<file path="src/rtl/alu_operand_sequencer.sv">
// Multicycle control FSM: drives ALU operand selects, ALU op and datapath write enables.
// Optional overflow trap compiled in with `define OVERFLOW_TRAP_EN.
module alu_operand_sequencer #(
  parameter int MEM_WAIT_CYCLES = 1
) (
  input  logic       clk,
  input  logic       reset_n,
  input  logic [5:0] opcode,
  input  logic [5:0] funct,
  input  logic       alu_zero,
  input  logic       alu_overflow,
  output logic       alu_src_a,
  output logic [1:0] alu_src_b,
  output logic [2:0] alu_op,
  output logic       pc_write,
  output logic       pc_write_cond,
  output logic       branch_on_zero,
  output logic [1:0] pc_source,
  output logic       ir_write,
  output logic       i_or_d,
  output logic       mem_read,
  output logic       mem_write,
  output logic       a_b_write,
  output logic       alu_out_write,
  output logic       reg_write,
  output logic       reg_dst,
  output logic       mem_to_reg,
  output logic       epc_write,
  output logic [1:0] cause
);

  typedef enum logic [3:0] {
    RST, FETCH, DECODE, EXEC_R, R_WB, EXEC_I, I_WB, MEM_ADDR,
    MEM_RD, MEM_WB, MEM_WR, BRANCH, JUMP, EXC
  } state_t;

  localparam logic [2:0] OP_IDLE = 3'b000;
  localparam logic [2:0] OP_ADD  = 3'b001;
  localparam logic [2:0] OP_SUB  = 3'b010;
  localparam logic [2:0] OP_AND  = 3'b011;
  localparam logic [2:0] OP_OR   = 3'b100;
  localparam logic [2:0] OP_SLT  = 3'b101;

  localparam logic [5:0] OPC_RTYPE = 6'h00;
  localparam logic [5:0] OPC_ADDI  = 6'h08;
  localparam logic [5:0] OPC_LW    = 6'h23;
  localparam logic [5:0] OPC_SW    = 6'h2B;
  localparam logic [5:0] OPC_BEQ   = 6'h04;
  localparam logic [5:0] OPC_BNE   = 6'h05;
  localparam logic [5:0] OPC_J     = 6'h02;

  localparam logic [1:0] CAUSE_ILLEGAL  = 2'b01;
  localparam logic [1:0] CAUSE_OVERFLOW = 2'b10;

  localparam logic [2:0] WAIT_LAST = 3'(MEM_WAIT_CYCLES);

  state_t     state, next_state;
  logic [2:0] wait_cnt;
  logic       wait_done;
  logic [1:0] next_cause;
  logic       mem_is_load;
  logic       branch_eq;
  logic [2:0] funct_op;
  logic       funct_ok;
  logic       funct_arith;
  logic       ovf_trap;
  logic       unused_inputs;

  // Branch resolution happens in the datapath via pc_write_cond/branch_on_zero.
`ifdef OVERFLOW_TRAP_EN
  assign ovf_trap      = alu_overflow;
  assign unused_inputs = alu_zero;
`else
  assign ovf_trap      = 1'b0;
  assign unused_inputs = alu_zero ^ alu_overflow;
`endif

  assign wait_done = (wait_cnt == WAIT_LAST);

  always_comb begin
    funct_op    = OP_IDLE;
    funct_ok    = 1'b1;
    funct_arith = 1'b0;
    case (funct)
      6'h20:   begin funct_op = OP_ADD; funct_arith = 1'b1; end
      6'h22:   begin funct_op = OP_SUB; funct_arith = 1'b1; end
      6'h24:   funct_op = OP_AND;
      6'h25:   funct_op = OP_OR;
      6'h2A:   funct_op = OP_SLT;
      default: funct_ok = 1'b0;
    endcase
  end

  // NOTE: sequential state uses non-blocking assignments so every register
  // updates from the same pre-edge values regardless of statement order.
  always_ff @(posedge clk or negedge reset_n) begin
    if (!reset_n) begin
      state       <= RST;
      wait_cnt    <= 3'd0;
      cause       <= 2'b00;
      mem_is_load <= 1'b0;
      branch_eq   <= 1'b0;
    end else begin
      state    <= next_state;
      wait_cnt <= (next_state != state) ? 3'd0 : wait_cnt + 3'd1;
      if (next_state == EXC) cause <= next_cause;
      // Opcode is only trusted while the IR is known stable in DECODE.
      if (state == DECODE) begin
        mem_is_load <= (opcode == OPC_LW);
        branch_eq   <= (opcode == OPC_BEQ);
      end
    end
  end

  // NOTE: every combinational output gets a default first so no latch is inferred.
  always_comb begin
    next_state = state;
    next_cause = 2'b00;
    case (state)
      RST:    next_state = FETCH;
      FETCH:  if (wait_done) next_state = DECODE;
      DECODE: begin
        case (opcode)
          OPC_RTYPE:        next_state = EXEC_R;
          OPC_ADDI:         next_state = EXEC_I;
          OPC_LW, OPC_SW:   next_state = MEM_ADDR;
          OPC_BEQ, OPC_BNE: next_state = BRANCH;
          OPC_J:            next_state = JUMP;
          default: begin
            next_state = EXC;
            next_cause = CAUSE_ILLEGAL;
          end
        endcase
      end
      EXEC_R: begin
        if (!funct_ok) begin
          next_state = EXC;
          next_cause = CAUSE_ILLEGAL;
        end else if (ovf_trap && funct_arith) begin
          next_state = EXC;
          next_cause = CAUSE_OVERFLOW;
        end else begin
          next_state = R_WB;
        end
      end
      EXEC_I: begin
        if (ovf_trap) begin
          next_state = EXC;
          next_cause = CAUSE_OVERFLOW;
        end else begin
          next_state = I_WB;
        end
      end
      MEM_ADDR: next_state = mem_is_load ? MEM_RD : MEM_WR;
      MEM_RD:   if (wait_done) next_state = MEM_WB;
      R_WB, I_WB, MEM_WB, MEM_WR, BRANCH, JUMP, EXC: next_state = FETCH;
      default:  next_state = RST;
    endcase
  end

  always_comb begin
    alu_src_a      = 1'b0;
    alu_src_b      = 2'b00;
    alu_op         = OP_IDLE;
    pc_write       = 1'b0;
    pc_write_cond  = 1'b0;
    branch_on_zero = 1'b0;
    pc_source      = 2'b00;
    ir_write       = 1'b0;
    i_or_d         = 1'b0;
    mem_read       = 1'b0;
    mem_write      = 1'b0;
    a_b_write      = 1'b0;
    alu_out_write  = 1'b0;
    reg_write      = 1'b0;
    reg_dst        = 1'b0;
    mem_to_reg     = 1'b0;
    epc_write      = 1'b0;
    case (state)
      FETCH: begin
        mem_read  = 1'b1;
        alu_src_b = 2'b01;
        alu_op    = OP_ADD;
        ir_write  = wait_done;
        pc_write  = wait_done;
      end
      DECODE: begin
        alu_src_b     = 2'b11;
        alu_op        = OP_ADD;
        alu_out_write = 1'b1;
        a_b_write     = 1'b1;
      end
      EXEC_R: begin
        alu_src_a     = 1'b1;
        alu_op        = funct_op;
        alu_out_write = 1'b1;
      end
      R_WB: begin
        reg_write = 1'b1;
        reg_dst   = 1'b1;
      end
      EXEC_I, MEM_ADDR: begin
        alu_src_a     = 1'b1;
        alu_src_b     = 2'b10;
        alu_op        = OP_ADD;
        alu_out_write = 1'b1;
      end
      I_WB: reg_write = 1'b1;
      MEM_RD: begin
        i_or_d   = 1'b1;
        mem_read = 1'b1;
      end
      MEM_WB: begin
        reg_write  = 1'b1;
        mem_to_reg = 1'b1;
      end
      MEM_WR: begin
        i_or_d    = 1'b1;
        mem_write = 1'b1;
      end
      BRANCH: begin
        alu_src_a      = 1'b1;
        alu_op         = OP_SUB;
        pc_write_cond  = 1'b1;
        pc_source      = 2'b01;
        branch_on_zero = branch_eq;
      end
      JUMP: begin
        pc_write  = 1'b1;
        pc_source = 2'b10;
      end
      EXC: begin
        alu_src_b = 2'b01;
        alu_op    = OP_SUB;
        epc_write = 1'b1;
        pc_write  = 1'b1;
        pc_source = 2'b11;
      end
      default: ;
    endcase
  end

endmodule
</file>
<file path="config.mk">
export PLATFORM = sky130hd
export DESIGN_NAME = alu_operand_sequencer
export DESIGN_NICKNAME = d
export VERILOG_FILES = /design/src/rtl/alu_operand_sequencer.sv
export SDC_FILE = /design/constraint.sdc
export NUM_CORES = 1
export LEC_CHECK = 0
export ABC_AREA = 1
export CORE_MARGIN = 2
export CORE_UTILIZATION = 40
export DETAILED_ROUTE_END_ITERATION = 7
export PLACE_DENSITY = 0.77
export SLEW_MARGIN = 25
export SYNTH_ARGS = -nofsm -noshare
export SYNTH_HDL_FRONTEND = slang
export SYNTH_SLANG_ARGS = --single-unit
</file>
<file path="constraint.sdc">
create_clock -name clk -period 4.5 [get_ports clk]
set_input_delay 0.9 -clock clk [delete_from_list [all_inputs] [get_ports clk]]
set_output_delay 0.9 -clock clk [all_outputs]
set_load 0.01 [all_outputs]
</file>
# --- Word-level counts from Yosys, hierarchy flattened ---
# Index checks and enable logic that the tools add are counted.
totals:
  memories: 0
  latch_bits: 0
  input_bits: 16
  ff_bits: 11
  rom_bits: 0
  out_inout_bits: 23
  wordCells: 79
  mem_bits_rw: 0
classes:
  mux: 29
  n_bitwise: 0
  addsub: 1
  magnitude_cmp: 0
  n_eq_ne: 27
  shifts: 0
  reduce_logical: 17
  n_div: 0
  n_mul: 0
ops:
  columns: ["op", "n"]
  rows:
  - ["6-bit == test (second input constant)", 7]
  - ["4-bit == test (second input constant)", 7]
  - ["4-bit one-hot mux with 7 select lines", 1]
  - ["4-bit one-hot mux with 5 select lines", 1]
  - ["4-bit by 3-bit == test with 1-bit output (second input constant)", 4]
  - ["1-bit 2-to-1 mux", 16]
  - ["2-bit OR reduction", 8]
  - ["3-bit one-hot mux with 5 select lines", 1]
  - ["6-bit by 3-bit == test with 1-bit output (second input constant)", 2]
  - ["4-bit 2-to-1 mux", 3]
  - ["2-bit one-hot mux with 3 select lines", 2]
  - ["4-bit OR reduction", 3]
  - ["3-bit one-hot mux with 3 select lines", 1]
  - ["4-bit by 2-bit == test with 1-bit output (second input constant)", 2]
  - ["8-bit OR reduction", 1]
  - ["7-bit OR reduction", 1]
  - ["6-bit by 2-bit == test with 1-bit output (second input constant)", 1]
  - ["6-bit by 4-bit == test with 1-bit output (second input constant)", 1]
  - ["6-bit logical NOT", 1]
  - ["5-bit OR reduction", 1]
  - ["4-bit by 1-bit == test with 1-bit output (second input constant)", 1]
  - ["4-bit logical NOT", 1]
  - ["4-bit inequality test", 1]
  - ["1-bit one-hot mux with 2 select lines", 2]
  - ["5 further kinds", 5]

# --- Longest topological paths before layout ---
depth:
  ltp_word: 7
  ltp_mapped: 12
  mapped_depth_nobuf: 12

# --- Worst setup path before layout ---
# Ideal clock, no wire load.
synth_path:
  kind: "input to output"
  from: "in funct[1]"
  to: "out alu_op[0]"
  slack_ns: 2.002
  n_path_buf: 0
  cell_stages: 7
  t_required_ns: 3.600
  t_arrival_ns: 1.598
  path_cell_list: "inv_1 -> nor2_1 -> nand3_1 -> inv_1 -> nand2_1 -> a21oi_1 -> or3_1"
synth_between:
  elab_chain_len: 3
  word_cells_on_any_way: 7
  cone_classes: "5 x eq/ne; 2 x mux"
synth_rtl:
  columns: ["element", "line_no", "rtl"]
  rows:
  - ["start: declaration", "9", "input logic [5:0] funct,"]
  - ["6-bit == test", "84", "case (funct)"]
  - ["3-bit one-hot mux with 5 select lines *", "84", null]
  - ["3-bit one-hot mux with 3 select lines *", "179", "case (state)"]
  - ["end: declaration", "14", "output logic [2:0] alu_op,"]
# Mark *: on every way between the ends. The rest lies on a longest branch, timed or not.

# --- Worst setup path after layout ---
layout_path:
  from: "in funct[5]"
  to: "out alu_op[0]"
# The elaborated chain is that of the path after synthesis.

==> flow_metrics.py <==
metrics = {
    "sta": {
        "setup_viol": 0,
        "rsz0062_at_grt": "false",
        "worst_slack_ns": 0.984,
        "skew_ns": 0.00778,
        "fin_crit_sh": 0.781,
        "period_needed_ns": 3.52,
        "final_max_slew_viol_count": 0,
        "fmax_mhz": 284,
        "setup_tns_ns": 0,
        "hold_violations": 0,
    },
    "die": {
        "die_h_um": 52.6,
        "core_um2": 2230,
        "start_util": 0.424,
        "pin_count": 39,
        "die_w_um": 52.6,
        "die-area_um2": 2770,
        "row_count": 17,
    },
    "grt": {
        "grt_first_pass_wirelength_um": 4110,
        "grt_pass1_vias": 1005,
        "grt_usage": 0.196,
        "grt-ovfl-total": 0,
        "antenna_found_initial": 0,
        "grt_max_degree": 13,
    },
    "worst_hold_path": {
        "holdCritPathClass": "reg2reg",
        "min_to": "cause[0]",
        "min_path_cells": 1,
        "hold_start": "cause[0]",
    },
    "clock_tree": {
        "cts_setup_buffers": 0,
        "h-tree-depth": 1,
        "cts_buffers": 3,
        "cts_resized": 0,
        "clk_path_buf_depth": 2,
        "cts.sink_count": 10,
        "root_buffer": "clkbuf_4",
        "cts_tree": "yes",
        "cts.reportedPaths.clkPinSlew_ns": 0.05,
        "cts-hold-fix-buffers": 0,
        "clk-insertion-delay-late_ns": 0.26,
    },
    "layout": {
        "stdcell_area_um2": 1340,
        "multi_input_area_um2": 553,
        "drive_gt1_frac": 0.104,
        "register_area_um2": 250,
        "final_cells": 220,
        "n_antenna_cell": 0,
        "final_core_util": 0.599,
        "num-fill-cells": 213,
        "finalNetCount": 212,
        "area_delta_synth_final_pct": 41.5,
    },
    "flow_run": {
        "cap_violations": 0,
    },
    "synthesis": {
        "ys_ff_latch": 10,
        "ys_warn_count": 0,
        "synth_cells": 156,
        "syn_nets": 174,
        "post-synth-top-count-cell": "nand2_1",
        "yosysTopAreaCellShare": 0.265,
        "synth.avg_cell_area_um2": 6.06,
        "synth_area_leaders": "dfrtp_1 26%, nand2_1 13%, inv_1 12%",
        "synth_common_cells": "32 x nand2_1, 29 x inv_1, 25 x nor2_1",
        "synthesis.area_um2": 946,
        "ys_seq_area_frac": 0.265,
        "synth_edf_count": 0,
        "async_flop_share": 1.00,
        "yosysUniqueCellTypes": 23,
        "ys.flop_type": "dfrtp_1",
        "synth_area_leader_cell": "dfrtp_1",
    },
    "detailed_routing": {
        "detail_route.wirelength_um": 2410,
        "drt-initial-drc-count": 30,
        "vias_per_cell": 5.00,
        "first_pass_iters": 4,
        "routedWlPerCell_um": 10.9,
        "drc_errors": 0,
        "vias": 1100,
        "ant_nets": 0,
    },
    "critical_path": {
        "r2r_slack_ns": 2.68,
        "cp.required_ns": 3.60,
        "rr_endpoint": "wait_cnt[0]",
        "end_kind": "output port",
        "crit_fanout": 4,
        "crit-reg2reg-launch": "state[0]",
        "reg2regPathDepth": 10,
        "path_class": "in2out",
        "crit_path_start_kind": "input pin",
        "crit_arrival_ns": 2.62,
    },
    "placement": {
        "port_buffers": 35,
        "place_ws_ns": 0.972,
        "place_inst": 217,
        "placed_cell_area_um2": 1320,
        "gp_congestion": 0.883,
        "dp_hpwl_um": 2050,
    },
    "outcome": {
        "status": "finished clean",
    },
    "power_and_ir_drop": {
        "power.leakage_uw": 0.000673,
        "cellPowerDensity_nw_per_um2": 568,
        "ir_drop_mv": 0.340,
    },
}
critical path, cell delays in order:
cell and delay, ns:
clkdlybuf4s50_1 0.45, inv_1 0.03, nor2_1 0.19, nand3_1 0.16, inv_1 0.08, nand2_1 0.06
a21oi_1 0.11, or3_1 0.10, clkdlybuf4s50_1 0.52
report_power, final:
| part | switching [µW] | leakage [µW] | internal [µW] |
|---|---|---|---|
| Sequential | 43.6 | 0.000128 | 118 |
| Combinational | 303 | 0.000530 | 238 |
| Clock | 26.7 | 0.0000138 | 30.7 |
area by class of cell:
| class | count | area share |
|---|---|---|
| Multi-Input combinational cell | 110 | 0.413 |
| Tap cell | 28 | 0.0262 |
| Sequential cell | 10 | 0.187 |
| Inverter | 34 | 0.0953 |
| Clock buffer | 3 | 0.0168 |
| Timing Repair Buffer | 35 | 0.262 |
state kept, by name, indices dropped and copies added (netlist names):
| register | cells |
|---|---|
| cause | 1 |
| state | 4 |
| branch_eq | 1 |
| mem_is_load | 1 |
| wait_cnt | 3 |
routing by layer:
metal / routed length, µm / up-vias / GRT usage
met4: 0 / 0 / 0.0256
met5: 0 / - / 0
li1: - / 565 / -
met3: 132 / 0 / 0.0429
met2: 1180 / 40 / 0.342
met1: 1090 / 495 / 0.251
cell usage in the layout (no fill, tap or decap), types with 2 or more instances in the layout:
cell             netlist  layout
a21oi_1                3       3
clkbuf_4               0       3
clkdlybuf4s50_1        0      35
dfrtp_1               10      10
ha_1                   2       2
inv_1                 29      29
inv_2                  5       5
nand2_1               32      32
nand2_2                2       2
nand3_1               15      15
nand3_2                4       4
nand4_1                5       5
nor2_1                25      25
nor2_2                 3       3
nor3_1                 5       5
o21ai_0                6       6
cells by family after synthesis:
logic type               count (synthesis)  synth area share
AO/OA/AOI/OAI                           12            0.0701
XOR/XNOR                                 1           0.00926
adder cells (fa/ha/maj)                  2            0.0265
buffers and inverters                   36             0.151
flip-flops                              10             0.265
other                                    1           0.00396
AND/OR/NAND/NOR                         94             0.475
worst max-delay path by stage:
stage / start / to / slack [ns]
floorplan: funct[1] / alu_op[0] / 2.00
global placement: funct[5] / alu_op[0] / 1.02
detailed placement: funct[5] / alu_op[0] / 0.97
CTS: funct[5] / alu_op[0] / 0.97
global route: funct[5] / alu_op[0] / 0.80
finish: funct[5] / alu_op[0] / 0.98
through the flow:
stage          total power (µW)  hold WS [ns]
6_report                    760         0.464
5_1_grt                     829         0.482
4_1_cts                     762         0.472
3_5_place_dp                702         0.458
3_3_place_gp                689         0.451
2_1_floorplan               492         0.444
(Power assumes the default switching activity.)
